File: src/rtl/hazard_stall_unit_if.sv
// Pipeline-control bundle between the ID/EX/MEM datapath and hazard_stall_unit.
// The master side (datapath) drives hazard inputs; the slave side returns controls.
interface hazard_stall_unit_if;
    logic        IDEX_MemRead_In;
    logic [4:0]  IDEX_Rt_In;
    logic        IDEX_IsMul_In;
    logic [4:0]  IFID_Rs_In;
    logic [4:0]  IFID_Rt_In;
    logic        IFID_UsesRt_In;
    logic        BranchTaken_In;
    logic        PCWrite;
    logic        IFIDWrite;
    logic        IFIDFlush;
    logic        IDEXWrite;
    logic        IDEXFlush;
    logic        EXMEMFlush;
    logic        Busy;
    logic [15:0] StallCycles;

    modport master (
        output IDEX_MemRead_In, IDEX_Rt_In, IDEX_IsMul_In,
        output IFID_Rs_In, IFID_Rt_In, IFID_UsesRt_In, BranchTaken_In,
        input  PCWrite, IFIDWrite, IFIDFlush, IDEXWrite,
        input  IDEXFlush, EXMEMFlush, Busy, StallCycles
    );

    modport slave (
        input  IDEX_MemRead_In, IDEX_Rt_In, IDEX_IsMul_In,
        input  IFID_Rs_In, IFID_Rt_In, IFID_UsesRt_In, BranchTaken_In,
        output PCWrite, IFIDWrite, IFIDFlush, IDEXWrite,
        output IDEXFlush, EXMEMFlush, Busy, StallCycles
    );
endinterface

File: src/rtl/hazard_stall_unit.sv
// Load-use stall, multi-cycle multiply stall and taken-branch flush control,
// with a saturating count of cycles in which the PC was held.
module hazard_stall_unit #(
    parameter int MUL_LATENCY = 4,
    parameter int CNT_W       = 3
) (
    input  logic               Clk,
    input  logic               Reset_n,
    hazard_stall_unit_if.slave hz
);
    typedef enum logic {S_IDLE, S_MUL_WAIT} state_t;

    localparam logic [CNT_W-1:0] L_MUL_INIT =
        (MUL_LATENCY >= 2) ? CNT_W'(MUL_LATENCY - 2) : '0;
    localparam bit L_MUL_EN  = (MUL_LATENCY >= 2);
    localparam bit L_MUL_TWO = (MUL_LATENCY == 2);

    state_t           r_state;
    logic [CNT_W-1:0] r_cnt;
    logic             r_mul_rel;
    logic [15:0]      r_stall_cnt;

    state_t           w_state_nx;
    logic [CNT_W-1:0] w_cnt_nx;
    logic             w_rel_nx;
    logic             w_pc_we;
    logic             w_ifid_we;
    logic             w_idex_we;
    logic             w_ifid_fl;
    logic             w_idex_fl;
    logic             w_exmem_fl;
    logic             w_mul_hit;
    logic             w_load_use;

    assign w_mul_hit = L_MUL_EN && hz.IDEX_IsMul_In && !r_mul_rel;

    assign w_load_use = hz.IDEX_MemRead_In && (hz.IDEX_Rt_In != 5'd0) &&
                        ((hz.IDEX_Rt_In == hz.IFID_Rs_In) ||
                         (hz.IFID_UsesRt_In &&
                          (hz.IDEX_Rt_In == hz.IFID_Rt_In)));

    always_comb begin
        w_pc_we    = 1'b1;
        w_ifid_we  = 1'b1;
        w_idex_we  = 1'b1;
        w_ifid_fl  = 1'b0;
        w_idex_fl  = 1'b0;
        w_exmem_fl = 1'b0;
        w_state_nx = r_state;
        w_cnt_nx   = r_cnt;
        w_rel_nx   = r_mul_rel;

        // The branch is older than anything in ID/EX, so it aborts a multiply.
        if (hz.BranchTaken_In) begin
            w_ifid_fl  = 1'b1;
            w_idex_fl  = 1'b1;
            w_exmem_fl = 1'b1;
            w_state_nx = S_IDLE;
            w_cnt_nx   = '0;
            w_rel_nx   = 1'b0;
        end else if (r_state == S_MUL_WAIT) begin
            w_pc_we    = 1'b0;
            w_ifid_we  = 1'b0;
            w_idex_we  = 1'b0;
            w_exmem_fl = 1'b1;
            w_cnt_nx   = r_cnt - CNT_W'(1);
            if (r_cnt == CNT_W'(1)) begin
                w_state_nx = S_IDLE;
                w_rel_nx   = 1'b1;
            end
        end else if (r_mul_rel) begin
            w_rel_nx = 1'b0;
        end else if (w_mul_hit) begin
            w_pc_we    = 1'b0;
            w_ifid_we  = 1'b0;
            w_idex_we  = 1'b0;
            w_exmem_fl = 1'b1;
            if (L_MUL_TWO) begin
                w_rel_nx = 1'b1;
            end else begin
                w_state_nx = S_MUL_WAIT;
                w_cnt_nx   = L_MUL_INIT;
            end
        end else if (w_load_use) begin
            w_pc_we   = 1'b0;
            w_ifid_we = 1'b0;
            w_idex_fl = 1'b1;
        end

        if (!Reset_n) begin
            w_pc_we    = 1'b1;
            w_ifid_we  = 1'b1;
            w_idex_we  = 1'b1;
            w_ifid_fl  = 1'b0;
            w_idex_fl  = 1'b0;
            w_exmem_fl = 1'b0;
        end
    end

    always_ff @(posedge Clk or negedge Reset_n) begin
        if (!Reset_n) begin
            r_state     <= S_IDLE;
            r_cnt       <= '0;
            r_mul_rel   <= 1'b0;
            r_stall_cnt <= 16'd0;
        end else begin
            r_state   <= w_state_nx;
            r_cnt     <= w_cnt_nx;
            r_mul_rel <= w_rel_nx;
            if (!w_pc_we && (r_stall_cnt != 16'hFFFF))
                r_stall_cnt <= r_stall_cnt + 16'd1;
        end
    end

    assign hz.PCWrite     = w_pc_we;
    assign hz.IFIDWrite   = w_ifid_we;
    assign hz.IDEXWrite   = w_idex_we;
    assign hz.IFIDFlush   = w_ifid_fl;
    assign hz.IDEXFlush   = w_idex_fl;
    assign hz.EXMEMFlush  = w_exmem_fl;
    assign hz.Busy        = (r_state == S_MUL_WAIT);
    assign hz.StallCycles = r_stall_cnt;
endmodule

File: src/flat_wrapper.sv
// flat-port wrapper written by rule: the top's interface ports become plain ports
module hazard_stall_unit_flat 
#(
    parameter int MUL_LATENCY = 4,
    parameter int CNT_W       = 3
)
  (Clk, Reset_n, hz_IDEX_MemRead_In, hz_IDEX_Rt_In, hz_IDEX_IsMul_In, hz_IFID_Rs_In, hz_IFID_Rt_In, hz_IFID_UsesRt_In, hz_BranchTaken_In, hz_PCWrite, hz_IFIDWrite, hz_IFIDFlush, hz_IDEXWrite, hz_IDEXFlush, hz_EXMEMFlush, hz_Busy, hz_StallCycles);
  hazard_stall_unit_if hz_i ();
  input  logic Clk;
  input  logic Reset_n;
  input wire logic [$bits(hz_i.IDEX_MemRead_In)-1:0] hz_IDEX_MemRead_In;
  input wire logic [$bits(hz_i.IDEX_Rt_In)-1:0] hz_IDEX_Rt_In;
  input wire logic [$bits(hz_i.IDEX_IsMul_In)-1:0] hz_IDEX_IsMul_In;
  input wire logic [$bits(hz_i.IFID_Rs_In)-1:0] hz_IFID_Rs_In;
  input wire logic [$bits(hz_i.IFID_Rt_In)-1:0] hz_IFID_Rt_In;
  input wire logic [$bits(hz_i.IFID_UsesRt_In)-1:0] hz_IFID_UsesRt_In;
  input wire logic [$bits(hz_i.BranchTaken_In)-1:0] hz_BranchTaken_In;
  output wire logic [$bits(hz_i.PCWrite)-1:0] hz_PCWrite;
  output wire logic [$bits(hz_i.IFIDWrite)-1:0] hz_IFIDWrite;
  output wire logic [$bits(hz_i.IFIDFlush)-1:0] hz_IFIDFlush;
  output wire logic [$bits(hz_i.IDEXWrite)-1:0] hz_IDEXWrite;
  output wire logic [$bits(hz_i.IDEXFlush)-1:0] hz_IDEXFlush;
  output wire logic [$bits(hz_i.EXMEMFlush)-1:0] hz_EXMEMFlush;
  output wire logic [$bits(hz_i.Busy)-1:0] hz_Busy;
  output wire logic [$bits(hz_i.StallCycles)-1:0] hz_StallCycles;
  assign hz_i.IDEX_MemRead_In = hz_IDEX_MemRead_In;
  assign hz_i.IDEX_Rt_In = hz_IDEX_Rt_In;
  assign hz_i.IDEX_IsMul_In = hz_IDEX_IsMul_In;
  assign hz_i.IFID_Rs_In = hz_IFID_Rs_In;
  assign hz_i.IFID_Rt_In = hz_IFID_Rt_In;
  assign hz_i.IFID_UsesRt_In = hz_IFID_UsesRt_In;
  assign hz_i.BranchTaken_In = hz_BranchTaken_In;
  assign hz_PCWrite = hz_i.PCWrite;
  assign hz_IFIDWrite = hz_i.IFIDWrite;
  assign hz_IFIDFlush = hz_i.IFIDFlush;
  assign hz_IDEXWrite = hz_i.IDEXWrite;
  assign hz_IDEXFlush = hz_i.IDEXFlush;
  assign hz_EXMEMFlush = hz_i.EXMEMFlush;
  assign hz_Busy = hz_i.Busy;
  assign hz_StallCycles = hz_i.StallCycles;
  hazard_stall_unit #(.MUL_LATENCY(MUL_LATENCY), .CNT_W(CNT_W)) u_core (.Clk(Clk), .Reset_n(Reset_n), .hz(hz_i));
endmodule
File: config.mk
export PLATFORM = sky130hd
export DESIGN_NAME = hazard_stall_unit_flat
export DESIGN_NICKNAME = d
export VERILOG_FILES = /design/src/rtl/hazard_stall_unit_if.sv /design/src/rtl/hazard_stall_unit.sv /design/src/flat_wrapper.sv
export SDC_FILE = /design/constraint.sdc
export NUM_CORES = 1
export LEC_CHECK = 0
export BUFFER_PORTS_ARGS = -buffer_cell sky130_fd_sc_hd__buf_4
export CORE_MARGIN = 5
export CORE_UTILIZATION = 52
export DETAILED_ROUTE_END_ITERATION = 8
export PLACE_DENSITY = 0.88
export SYNTH_ARGS = -nofsm -noshare
export SYNTH_HDL_FRONTEND = slang
export SYNTH_SLANG_ARGS = --single-unit
File: constraint.sdc
create_clock -name Clk -period 6.2 [get_ports Clk]
set_clock_uncertainty 0.15 [all_clocks]
set_input_delay 0.31 -clock Clk [delete_from_list [all_inputs] [get_ports Clk]]
set_output_delay 0.31 -clock Clk [all_outputs]
set_load 0.005 [all_outputs]
# Yosys cells after proc, flatten, opt, wreduce, memory -nomap -nowiden
# Index checks and enable logic that the tools add are counted.
# totals
word_cells	57
inputBits	21
regBits	21
# op_classes
n_reduce_logical	11
n_addsub	2
eq_ne	6
mux	34
# ops
operator	count
two-way mux 1 bit	30
adder 16 x 1 -> 16 bit (second input constant)	1
!= test 16 bit (second input constant)	1
two-way mux 3 bit	4
equality test 5 bit	2
logical AND 1 bit	5
nonzero test 5 bit	1
equality test 3 x 1 -> 1 bit (second input constant)	1
!= test 3 x 2 -> 1 bit (second input constant)	1
!= test 3 bit (second input constant)	1
nonzero test 3 bit	1
subtractor 3 x 1 -> 3 bit (second input constant)	1
logical NOT 1 bit	2
AND reduction 2 bit	1
logical OR 1 bit	1

# Logic depth before layout (Yosys ltp)
# logic_depth
word_depth	12
depth_mapped	9
depth_no_buf	7

# Least setup slack after synthesis
# Ideal clock, no wire load.
# synth_path
path_kind	flip-flop to flip-flop
from	register u_core.r_stall_cnt[0] (netlist: u_core.hz.StallCycles[0])
to	register u_core.r_stall_cnt[1] (netlist: u_core.hz.StallCycles[1])
stages_incl_launch_ff	9
slack_ns	4.005
setup_time_ns	0.125
arrival_time_ns	1.920
path_buffers	2
cell_sequence	dfrtp_1 -> ha_1 -> nand3_1 -> or2_1 -> buf_2 -> or3_1 -> nand3_2 -> buf_6 -> mux2_4
# synth_between
elab_chain_len	2
word_cells_on_any_way	3
classes_between	add/sub (1); eq/ne (1); reduce/logical (1)
# synth_rtl
element	line	rtl
from (decl)	hazard_stall_unit.sv:21	logic [15:0] r_stall_cnt;
from (signal assigned)	hazard_stall_unit.sv:111	r_stall_cnt <= r_stall_cnt + 16'd1;
parallel branches: the longest is 2 deep, another holds adder 16 x 1 -> 16 bit	--	
# Parallel ways; which one is timed is not known.
# A chain may end at the register's enable or synchronous reset.

# Worst setup path after layout
# layout_path
from	input port Reset_n
to	register u_core.r_stall_cnt[10] (netlist: u_core.hz.StallCycles[10])
# layout_between
elab_chain_len	3
# layout_rtl
element	line	rtl
from (decl)	flat_wrapper.sv:10	input logic Reset_n;
two-way mux 1 bit	hazard_stall_unit.sv:90	if (!Reset_n) begin
logical NOT 1 bit	hazard_stall_unit.sv:110	if (!w_pc_we && (r_stall_cnt != 16'hFFFF))
logical AND 1 bit	hazard_stall_unit.sv:110	
# No other way between the ends.

==> impl_metrics.env <==
export IMPL_synth_cells=121
export IMPL_fin_area_um2=1587
export IMPL_fin_nets=190
export IMPL_nFillCells=165
export IMPL_worstSetupEndpointType="flop"
export IMPL_clkTransAtPathRegs_ns=0.12
export IMPL_grt_overflow_total=0
export IMPL_grt_usage=0.1865
export IMPL_remaining_drc_errors=0
export IMPL_synth_area_top_cells="dfrtp_1 43%, xnor2_1 11%, xor2_1 7.2%"
export IMPL_fmax_mhz=403.6
export IMPL_antenna_found_initial=0
export IMPL_synthFlopType="dfrtp_1"
export IMPL_pwr_share_comb=0.289
export IMPL_seq_area_um2=525.5
export IMPL_slew_viol_final=0
export IMPL_ir_drop_mv=0.2297
export IMPL_synth_cell_types=39
export IMPL_critPathKind="in2reg"
export IMPL_syn_nets=145
export IMPL_p_per_area_nw_per_um2=213.6
export IMPL_hold_class="in2reg"
export IMPL_grt_pass1_vias=1083
export IMPL_die_h_um=58.41
export IMPL_wirelength_um=2916
export IMPL_fin_crit_ns=2.478
export IMPL_drive_gt1_frac=0.3212
export IMPL_crit_chain="dlygate4sd3_1, buf_4, nor2b_1, o21a_1, nand3_2, nor4_1, xor2_1"
export IMPL_p_leak_uw=0.0007655
export IMPL_cp_max_fo=25
export IMPL_setup_tns_ns=0
export IMPL_finalSetupViolCount=0
export IMPL_cp_required_ns=6.29
export IMPL_netlist_area_um2=1219
export IMPL_yosys_warnings=0
export IMPL_syn_avg_cell_area_um2=10.07
export IMPL_yosysTopAreaCellShare=0.4312
export IMPL_cts_setup_buffers=0
export IMPL_cts_tree="done"
export IMPL_grt_busiest_layer="met2"
export IMPL_worstHoldStart="hz_BranchTaken_In"
export IMPL_use_met2=0.3301
export IMPL_design_die_area_um2=3412
export IMPL_worst_pin_slew_ns=0.4591
export IMPL_grt_pass1_wl_um=4947
export IMPL_core_um2=2233
export IMPL_power_uw=338.9
export IMPL_timing_final_ws_setup_ns=3.722
export IMPL_grt_setup_unrepaired="no"
export IMPL_critPathMaxStageDelay_ns=0.52
export IMPL_num_rows=17
export IMPL_start_util=0.5457
export IMPL_finalHoldViolations=0
export IMPL_cts_resized=0
export IMPL_wire_per_inst_um=15.11
export IMPL_utilization=0.7104
export IMPL_grtUsageMet1=0.2130
export IMPL_clkLatencyLatePin_ns=0.30
export IMPL_cts_root_buf="clkbuf_4"
export IMPL_clk_path_buf_depth=2
export IMPL_htree_levels=1
export IMPL_dp_hpwl_um=2276
export IMPL_viasPerCell=5.601
export IMPL_synth_top_cell_by_area="dfrtp_1"
export IMPL_p_sw_uw=103.4
export IMPL_p_int_uw=235.5
export IMPL_worstSetupStartpoint="Reset_n"
export IMPL_crit_path_start_kind="primary input"
export IMPL_areaGrowthSynthToFinish_pct=30.18
export IMPL_drtIter0Drc=55
export IMPL_synth_edf_count=0
export IMPL_post_place_ws_ns=3.976
export IMPL_slew_limit_headroom=0.6911
export IMPL_n_antenna_cell=0
export IMPL_ys_seq_area_frac=0.4312
export IMPL_worst_ep_arrival_time_ns=2.56
export IMPL_io_pins=44
export IMPL_ys_ff_latch=21
export IMPL_status="complete, no violations"
export IMPL_portBuffers=43
export IMPL_grt_max_degree=26
export IMPL_die_w_um=58.41
export IMPL_power_frac_seq=0.517
export IMPL_cts_buffers_inserted=3
export IMPL_power_clock_fraction=0.194
export IMPL_multiInputGateArea_um2=639.4
export IMPL_grt_use_met3=0.04605
export IMPL_postSynth_asyncResetShare=1.000
export IMPL_globalplace_congestion=0.9285
export IMPL_post_route_period_util=0.3997
export IMPL_dr_pass1_iters=4
export IMPL_postRouteAntennaNets=0
export IMPL_placed_area_um2=1549
export IMPL_p_sw_frac=0.3051
export IMPL_cap_violations=0
export IMPL_cts_sinks=21
export IMPL_cpMaxStageDelayCell="dlygate4sd3_1"
export IMPL_r2r_start="u_core.hz.StallCycles[0]$_DFFE_PN0P_"
export IMPL_num_vias=1081
## area by class of cell
class	instances	area share
clock buffer	3	0.01420
sequential	21	0.3312
tap	28	0.02208
timing repair buffer	44	0.2098
multi-input combinational	89	0.4030
inverter	7	0.01656
clock inverter	1	0.003155
## repair_timing
item                                   CTS  global route
setup endpoints to repair                0             0
endpoints found under the hold margin   21             0
hold buffers                             1             0
## critical path, delay by kind of cell
| kind | cells | cell delay, ns |
|---|---|---|
| simple gates | 3 | 1.02 |
| buf+inv | 2 | 0.81 |
| compound gates | 1 | 0.21 |
| xor+xnor | 1 | 0.19 |
## cells by family (layout without fill, tap and decap cells)
| logic type | count (synthesis) | after routing | synth area share |
|---|---|---|---|
| compound gates | 13 | 13 | 0.07701 |
| xor+xnor | 25 | 25 | 0.1797 |
| fa+ha+maj | 3 | 3 | 0.03080 |
| buf+inv | 11 | 55 | 0.04415 |
| flops | 21 | 21 | 0.4312 |
| mux | 3 | 3 | 0.02977 |
| simple gates | 45 | 45 | 0.2074 |
## Yosys cell counts, types with 2 or more instances
cell and instances:
nor3_1 4, nor4_1 3, ha_1 3, dfrtp_1 21, nand3_1 6, nor3_2 2
xor2_1 10, inv_1 7, nand4_1 2, nor2b_1 2, nand2_1 10, xnor2_1 15
a21oi_1 3, or3_1 2, nor2_1 6, o21a_1 2
## cell usage in the layout, fill, tap and decap left out, types with 2 or more instances in the layout
cell type,instances
nor2b_1,2
nand3_1,6
dfrtp_1,21
or3_1,2
nor2_1,6
xor2_1,10
ha_1,3
xnor2_1,15
a21oi_1,3
nand2_1,10
nand4_1,2
clkbuf_4,3
buf_4,43
nor4_1,3
inv_1,7
nor3_2,2
nor3_1,4
o21a_1,2
## metrics by stage
step           hold WS (ns)  instances
2_1_floorplan       -0.1356        121
4_1_cts             0.06160        193
3_5_place_dp        0.06516        188
3_3_place_gp        0.06097        188
5_1_grt             0.06139        193
6_report            0.06751        193
## routing by layer
metal	routed length, um	up-vias	part of all wire
met5	0	-	0
met4	36	0	0.012
met3	273	6	0.094
met2	1443	47	0.49
met1	1163	522	0.40
li1	-	506	-
## worst paths after layout
check / to / slack (ns) / depth (start not counted)
worst max-delay path: u_core.hz.StallCycles[10]$_DFFE_PN0P_ / 3.72 / 7
worst min-delay path: u_core.r_cnt[2]$_DFFE_PN0P_ / 0.07 / 2
worst max register to register: u_core.hz.StallCycles[1]$_DFFE_PN0P_ / 3.94 / 6
worst min register to register: u_core.hz.StallCycles[15]$_DFFE_PN0P_ / 0.35 / 1
max in group asynchronous: u_core.r_mul_rel$_DFFE_PN0P_ / 5.41 / 2
min in group asynchronous: u_core.hz.StallCycles[6]$_DFFE_PN0P_ / 0.27 / 2
## power groups by stage
stage          Combinational (uW)  Clock [uW]  Sequential, uW
3_3_place_gp                 94.3           0             176
3_5_place_dp                 99.2           0             178
2_1_floorplan                46.3           0             175
6_report                     97.9        65.7             175
4_1_cts                       100        67.5             175
5_1_grt                       108        75.0             178
## state kept, by name (all words and copies together) (netlist names)
register               count
u_core.hz.Busy             1
u_core.r_mul_rel           1
u_core.hz.StallCycles     16
u_core.r_cnt               3
No activity file was read; power rests on OpenSTA's default activity.
